### src/rtl/pipe_adder_if.sv
// Operand/result handshake bundle for pipe_adder.
// The sat signal exists only when PIPE_ADDER_SAT_EN is defined.
interface pipe_adder_if #(
    parameter int WIDTH = 16
);
    logic             in_valid;
    logic             in_ready;
    logic [WIDTH-1:0] a;
    logic [WIDTH-1:0] b;
    logic             cin;
    logic             sub;
`ifdef PIPE_ADDER_SAT_EN
    logic             sat;
`endif
    logic             out_valid;
    logic             out_ready;
    logic [WIDTH-1:0] s;
    logic             cout;
    logic             ovf;
    logic             zero;

    modport master (
`ifdef PIPE_ADDER_SAT_EN
        output sat,
`endif
        output in_valid, a, b, cin, sub, out_ready,
        input  in_ready, out_valid, s, cout, ovf, zero
    );

    modport slave (
`ifdef PIPE_ADDER_SAT_EN
        input  sat,
`endif
        input  in_valid, a, b, cin, sub, out_ready,
        output in_ready, out_valid, s, cout, ovf, zero
    );
endinterface

### src/rtl/pipe_adder.sv
// Segmented pipelined adder/subtractor: rank 0 registers operands, rank k adds segment k-1.
// Optional saturation is enabled by defining PIPE_ADDER_SAT_EN.
module pipe_adder #(
    parameter int WIDTH = 16,
    parameter int SEG   = 8
) (
    input logic         clk,
    input logic         rst_n,
    pipe_adder_if.slave bus
);
    localparam int SEG_C  = (SEG < 1) ? 1 : SEG;
    localparam int STAGES = WIDTH / SEG_C;

    generate
        if (SEG < 1 || (WIDTH % SEG_C) != 0) begin : g_bad_cfg
            $error("pipe_adder: WIDTH must be a positive multiple of SEG");
        end
    endgenerate

    logic [STAGES:0]   vld_q, vld_d;
    logic [WIDTH-1:0]  a_q   [STAGES];
    logic [WIDTH-1:0]  a_d   [STAGES];
    logic [WIDTH-1:0]  b_q   [STAGES];
    logic [WIDTH-1:0]  b_d   [STAGES];
    logic [WIDTH-1:0]  sum_q [STAGES];
    logic [WIDTH-1:0]  sum_d [STAGES];
    logic [STAGES-1:0] c_q, c_d;
`ifdef PIPE_ADDER_SAT_EN
    logic [STAGES-1:0] sat_q, sat_d;
`endif
    logic [WIDTH-1:0]  s_q, s_d;
    logic              cout_q, cout_d;
    logic              ovf_q, ovf_d;
    logic              zero_q, zero_d;
    logic              adv;

    always_comb begin
        logic [SEG_C:0]   seg;
        logic [SEG_C:0]   last;
        logic [WIDTH-1:0] raw;
        seg    = '0;
        last   = '0;
        raw    = '0;
        adv    = !vld_q[STAGES] || bus.out_ready;
        vld_d  = vld_q;
        a_d    = a_q;
        b_d    = b_q;
        sum_d  = sum_q;
        c_d    = c_q;
        s_d    = s_q;
        cout_d = cout_q;
        ovf_d  = ovf_q;
        zero_d = zero_q;

        // Subtraction folds into addition: invert b here, carry-in becomes cin ^ sub.
        vld_d[0] = bus.in_valid;
        a_d[0]   = bus.a;
        b_d[0]   = bus.sub ? ~bus.b : bus.b;
        sum_d[0] = '0;
        c_d[0]   = bus.cin ^ bus.sub;
`ifdef PIPE_ADDER_SAT_EN
        sat_d    = sat_q;
        sat_d[0] = bus.sat;
`endif

        for (int r = 1; r < STAGES; r++) begin
            seg = {1'b0, a_q[r-1][(r-1)*SEG_C +: SEG_C]}
                + {1'b0, b_q[r-1][(r-1)*SEG_C +: SEG_C]}
                + {{SEG_C{1'b0}}, c_q[r-1]};
            vld_d[r] = vld_q[r-1];
            a_d[r]   = a_q[r-1];
            b_d[r]   = b_q[r-1];
            sum_d[r] = sum_q[r-1];
            sum_d[r][(r-1)*SEG_C +: SEG_C] = seg[SEG_C-1:0];
            c_d[r]   = seg[SEG_C];
`ifdef PIPE_ADDER_SAT_EN
            sat_d[r] = sat_q[r-1];
`endif
        end

        vld_d[STAGES] = vld_q[STAGES-1];
        last = {1'b0, a_q[STAGES-1][WIDTH-SEG_C +: SEG_C]}
             + {1'b0, b_q[STAGES-1][WIDTH-SEG_C +: SEG_C]}
             + {{SEG_C{1'b0}}, c_q[STAGES-1]};
        raw = sum_q[STAGES-1];
        raw[WIDTH-SEG_C +: SEG_C] = last[SEG_C-1:0];
        cout_d = last[SEG_C];
        // Carry into the MSB is recovered from the MSB sum bit and its two addends.
        ovf_d  = a_q[STAGES-1][WIDTH-1] ^ b_q[STAGES-1][WIDTH-1] ^ raw[WIDTH-1] ^ last[SEG_C];
        s_d    = raw;
`ifdef PIPE_ADDER_SAT_EN
        if (sat_q[STAGES-1] && ovf_d)
            s_d = a_q[STAGES-1][WIDTH-1] ? {1'b1, {(WIDTH-1){1'b0}}}
                                         : {1'b0, {(WIDTH-1){1'b1}}};
`endif
        zero_d = (s_d == '0);
    end

    always_ff @(posedge clk or negedge rst_n) begin
        if (!rst_n) begin
            vld_q  <= '0;
            a_q    <= '{default: '0};
            b_q    <= '{default: '0};
            sum_q  <= '{default: '0};
            c_q    <= '0;
`ifdef PIPE_ADDER_SAT_EN
            sat_q  <= '0;
`endif
            s_q    <= '0;
            cout_q <= 1'b0;
            ovf_q  <= 1'b0;
            zero_q <= 1'b0;
        end else if (adv) begin
            vld_q  <= vld_d;
            a_q    <= a_d;
            b_q    <= b_d;
            sum_q  <= sum_d;
            c_q    <= c_d;
`ifdef PIPE_ADDER_SAT_EN
            sat_q  <= sat_d;
`endif
            s_q    <= s_d;
            cout_q <= cout_d;
            ovf_q  <= ovf_d;
            zero_q <= zero_d;
        end
    end

    assign bus.in_ready  = adv;
    assign bus.out_valid = vld_q[STAGES];
    assign bus.s         = s_q;
    assign bus.cout      = cout_q;
    assign bus.ovf       = ovf_q;
    assign bus.zero      = zero_q;
endmodule
### src/flat_wrapper.sv
// flat-port wrapper written by rule: the top's interface ports become plain ports
module pipe_adder_flat 
#(
    parameter int WIDTH = 16,
    parameter int SEG   = 8
)
  (clk, rst_n, bus_in_valid, bus_a, bus_b, bus_cin, bus_sub, bus_out_ready, bus_in_ready, bus_out_valid, bus_s, bus_cout, bus_ovf, bus_zero);
  pipe_adder_if #(.WIDTH(WIDTH)) bus_i ();
  input logic clk;
  input logic rst_n;
  input wire logic [$bits(bus_i.in_valid)-1:0] bus_in_valid;
  input wire logic [$bits(bus_i.a)-1:0] bus_a;
  input wire logic [$bits(bus_i.b)-1:0] bus_b;
  input wire logic [$bits(bus_i.cin)-1:0] bus_cin;
  input wire logic [$bits(bus_i.sub)-1:0] bus_sub;
  input wire logic [$bits(bus_i.out_ready)-1:0] bus_out_ready;
  output wire logic [$bits(bus_i.in_ready)-1:0] bus_in_ready;
  output wire logic [$bits(bus_i.out_valid)-1:0] bus_out_valid;
  output wire logic [$bits(bus_i.s)-1:0] bus_s;
  output wire logic [$bits(bus_i.cout)-1:0] bus_cout;
  output wire logic [$bits(bus_i.ovf)-1:0] bus_ovf;
  output wire logic [$bits(bus_i.zero)-1:0] bus_zero;
  assign bus_i.in_valid = bus_in_valid;
  assign bus_i.a = bus_a;
  assign bus_i.b = bus_b;
  assign bus_i.cin = bus_cin;
  assign bus_i.sub = bus_sub;
  assign bus_i.out_ready = bus_out_ready;
  assign bus_in_ready = bus_i.in_ready;
  assign bus_out_valid = bus_i.out_valid;
  assign bus_s = bus_i.s;
  assign bus_cout = bus_i.cout;
  assign bus_ovf = bus_i.ovf;
  assign bus_zero = bus_i.zero;
  pipe_adder #(.WIDTH(WIDTH), .SEG(SEG)) u_core (.clk(clk), .rst_n(rst_n), .bus(bus_i));
endmodule
### config.mk
export PLATFORM = sky130hd
export DESIGN_NAME = pipe_adder_flat
export DESIGN_NICKNAME = d
export VERILOG_FILES = /design/src/rtl/pipe_adder_if.sv /design/src/rtl/pipe_adder.sv /design/src/flat_wrapper.sv
export SDC_FILE = /design/constraint.sdc
export NUM_CORES = 1
export LEC_CHECK = 0
export CORE_AREA = 2 2 127 92
export DETAILED_ROUTE_END_ITERATION = 12
export DIE_AREA = 0 0 129 94
export PLACE_DENSITY = 0.61
export SLEW_MARGIN = 15
export SYNTH_ARGS = -nofsm -noshare
export SYNTH_HDL_FRONTEND = slang
export SYNTH_SLANG_ARGS = --single-unit
### constraint.sdc
create_clock -name clk -period 3.2 [get_ports clk]
set_input_delay 0.32 -clock clk [delete_from_list [all_inputs] [get_ports clk]]
set_output_delay 0.32 -clock clk [all_outputs]
set_load 0.01 [all_outputs]
# After elaboration in Yosys (flattened, before gate mapping)

Index checks and enable logic that the tools add are counted.
Widths: inputs -> output; s select.

Register bits after elaboration: 96
Input port bits: 38
Logic and storage cells: 24

Add/subtract/negate cells: 4
Muxes and demuxes: 1
Bitwise gates (word level): 5
Reduce and logical (&&, ||, !) cells: 3

Operators by type and width:

| kind             | count |
|---|---|
| $add 8x8->9      | 2 |
| $add 9x1->9      | 2 |
| $logic_not 16->1 | 1 |
| $mux 16          | 1 |
| $not 16->16      | 1 |
| $xor 1x1->1      | 4 |
| $logic_not 1->1  | 1 |
| $logic_or 1x1->1 | 1 |

# Logic depth before layout (Yosys ltp)

Depth after elaboration: 4
Depth in mapped cells: 9
Depth with buffers taken out: 9

# Least setup slack after synthesis

OpenSTA, ideal clock, no wires.

Path kind: reg2reg
Start: register u_core.c_q[1]
End: register u_core.zero_q, in the netlist u_core.bus.zero
Data arrival time: 2.213 ns
Data required time: 3.078 ns
Slack: 0.865 ns
Cell stages (with the launch flop): 9
Path buffers: 0
Period minus slack after synthesis: 2.335 ns
Cells stage by stage: dfrtp_1 -> fa_1 -> fa_1 -> a21o_1 -> nand4_1 -> nand3_1 -> xnor2_1 -> and4b_2 -> a32o_1

Longest elaborated chain between the ends: 2

Ends and longest elaborated chain:

| what                   | RTL line          | RTL |
|---|---|---|
| from (decl)            | pipe_adder.sv:27  | `logic [STAGES-1:0] c_q, c_d;` |
| from (signal assigned) | pipe_adder.sv:105 | `c_q <= '0;` |
| from (signal assigned) | pipe_adder.sv:118 | `c_q <= c_d;` |
| $add 9x1->9            | pipe_adder.sv:84  | `+ {{SEG_C{1'b0}}, c_q[STAGES-1]};` |
| $logic_not 16->1       | pipe_adder.sv:96  | `zero_d = (s_d == '0);` |
| to (signal assigned)   | pipe_adder.sv:125 | `zero_q <= zero_d;` |
| to (decl)              | pipe_adder.sv:34  | `logic zero_q, zero_d;` |

No other way between the ends.
A chain may end at the register's enable or synchronous reset.

# Worst setup path in the final report

Ends and elaborated chain as after synthesis.

==> reports/metrics.yaml <==
diodes: 0
yosysMostFrequentCell: "nand2_1"
r2r_end: "u_core.bus.zero$_DFFE_PN0P_"
cts-root-buf: "clkbuf_16"
synth_fa_ha_area_share_pct: 6.84
finalHoldViolations: 0
ys_ff_latch: 80
yosysSeqAreaShare_pct: 53.6
cap_viol_max_count: 0
synth-simple-area-share_pct: 19.8
synth_top_family_by_area: "simple AND/OR/NAND/NOR gates"
synth_top_cell_area_share_pct: 53.6
synthMuxAreaShare_pct: 0.302
h-tree-depth: 3
core_sq_um: 10900
start_kind: "flip-flop"
dp_slack_ps: 712
fp.dieH_um: 94
synth_xor_area_share_pct: 6.77
peakVddDrop_mv: 0.328
synth_area_per_cell_sq_um: 9.38
fill_cells: 1088
synth_fp_nets: 454
synth_cell_types: 38
final_cells: 606
yosys_warnings: 0
post-route-period-util_pct: 78.2
io_pins: 59
grt_setup_unrepaired: "false"
synth_area_leaders: "dfrtp_1 (54%), nand2_1 (16%), xnor2_1 (4.9%)"
grt_start_max_net_pins: 85
clkTransAtPathRegs_ps: 50
crit_path_cell_trace: "fa_1, fa_1, a21o_1, nand4_1, nand3_1, xnor2_1, and4b_2, a32o_1"
initialDrtViolationCount: 183
synth.cell_area_sq_um: 3730
tns_ps: 0
ys.flop_type: "dfrtp_1"
fin_ws_ps: 697
clockBufferDepth: 2
die_x_um: 129
placed_cells: 593
vias_per_cell: 4.49
drive_gt1_share_pct: 5.52
p_leak_nw: 2.19
hpwlAfterDp_um: 5410
cts_hold_buf: 0
status: "complete, no violations"
fin_util_pct: 43.5
slowest_delay_ps: 520
critPathMaxFanout: 3
worst_slew_pin_slew_ps: 1000
track_usage_pct: 14.0
numPortBuffers: 58
drt-pass1-iter-count: 4
grt_pass1_vias: 2865
cp_data_required_time_ps: 3420
cts_resized: 0
r2r_cells: 8
gp_congestion: 0.803
synth_edf_count: 0
fin_worst_skew_ps: 5.25
area_delta_synth_final_pct: 26.4
worstSkewPairLatency_ps: 330
end_kind: "flip-flop"
dieArea_sq_um: 12100
remaining_drc_errors: 0
tritoncts: "yes"
antenna_found_initial: 0
fmax_mhz: 399
start_util_pct: 34.4
nets: 507
reg2reg_slack_ps: 700
slew_violations: 0
synth_compound_area_share_pct: 9.48
grt_pass1_wl_um: 13200
cp-endpoint: "u_core.bus.zero$_DFFE_PN0P_"
slew_headroom_pct: 33.1
post-synth-top-area-cell: "dfrtp_1"
synth_common_cells: "nand2_1 (160), dfrtp_1 (80), o21ai_0 (30)"
crit_type: "reg2reg"
crit_arrival_ps: 2720
cts_buffers: 9
setup_viol: 0
whs_ps: 154
crit_top_cell: "fa_1"
drtAntennaViolNets: 0
grt.overflow.total: 0
dr_total_vias: 2722
critPathSlowestCell: "fa_1"
min_path_type: "in2async"
post_cts_buffers: 0
wl_per_cell_um: 12.4
synth-async-reset-ratio_pct: 100
syn_inst: 398
power_density_nw_per_um2: 906
reg2reg_from: "u_core.c_q[1]$_DFFE_PN0P_"
fin_crit_ps: 2500
worstSetupStartpoint: "u_core.c_q[1]$_DFFE_PN0P_"
num_rows: 32
wirelength_um: 7540
clock-sinks: 80
==> final cells by class <==
| type | count | area (sq um) | area share [%] |
|---|---|---|---|
| inverter | 8 | 30.0 | 0.636 |
| timing repair buffer | 61 | 613 | 13.0 |
| sequential | 80 | 2000 | 42.4 |
| clock inverter | 1 | 5.00 | 0.106 |
| multi-input combinational | 291 | 1620 | 34.4 |
| clock buffer | 12 | 256 | 5.43 |
| tap | 153 | 191 | 4.06 |
==> through the flow <==
stage                     instance area [sq um]  total power, mW
after floorplan                            3730             2.76
after global placement                     4460             3.35
after detailed placement                   4460             3.41
after CTS                                  4720             4.36
after global routing                       4720             4.65
final                                      4720             4.28
==> placed cells by master (no fill, tap or decap), drive strengths merged, types with 2 or more instances in the layout <==
master / Yosys / layout
fa: 4 / 4
clkdlybuf4s50: 0 / 57
inv: 8 / 8
nor2: 9 / 9
xnor2: 21 / 21
o31ai: 2 / 2
clkbuf: 16 / 12
nand4: 2 / 2
nor4: 2 / 2
a21o: 4 / 4
ha: 14 / 14
nor2b: 2 / 2
nand2b: 2 / 2
a31oi: 3 / 3
a21oi: 13 / 13
dfrtp: 80 / 80
o21ai: 31 / 31
buf: 3 / 4
xor2: 7 / 7
nand2: 160 / 160
nand3: 3 / 3
==> logic make-up after synthesis <==
| family | Yosys count |
|---|---|
| and+or+nand+nor | 185 |
| DFF | 80 |
| AOI/OAI and AO/OA | 59 |
| xor gates and xnor gates | 28 |
| buffers and inverters | 27 |
| adders and majority gates | 18 |
| muxes | 1 |
==> per-layer routing <==
metal	global-route usage, %	share of wire, %	up-vias
met3	5.30	4.6	8
met4	3.26	0.95	0
li1	-	-	1387
met1	17.3	47	1280
met5	0	0	-
met2	23.3	47	47
==> critical path, delay by kind of cell, from the launching register on <==
family                     cells  cell delay [ps]
xor gates and xnor gates       1              160
and+or+nand+nor                3              460
DFF                            1              400
AOI/OAI and AO/OA              2              430
adders and majority gates      2              950
==> report_power, final <==
group	switching [mW]	internal (mW)	total, mW	leakage [nW]
clock	0.364	0.553	0.917	0.130
combinational	0.905	0.821	1.73	1.10
sequential	0.240	1.39	1.63	0.962
total	1.51	2.77	4.28	2.19
==> sequential cells by signal, summed over array words and instances, names as in the netlist <==
register,flops
u_core.bus.zero,1
u_core.c_q,2
u_core.b_d,16
u_core.bus.cout,1
u_core.a_q,8
u_core.s_d,8
u_core.b_q,8
u_core.bus.s,16
u_core.vld_q,3
u_core.a_d,16
u_core.bus.ovf,1
==> worst min-delay path by stage <==
stage                                 from                      endpoint
2_1_floorplan                        rst_n     u_core.a_d[0]$_DFFE_PN0P_
3_3_place_gp   u_core.vld_q[1]$_DFFE_PN0P_   u_core.vld_q[1]$_DFFE_PN0P_
3_5_place_dp   u_core.vld_q[0]$_DFFE_PN0P_   u_core.vld_q[0]$_DFFE_PN0P_
4_1_cts                              rst_n  u_core.bus.s[13]$_DFFE_PN0P_
5_1_grt                              rst_n  u_core.bus.s[13]$_DFFE_PN0P_
6_report                             rst_n  u_core.bus.s[13]$_DFFE_PN0P_
Note: power is estimated with default switching activity, not from simulation.
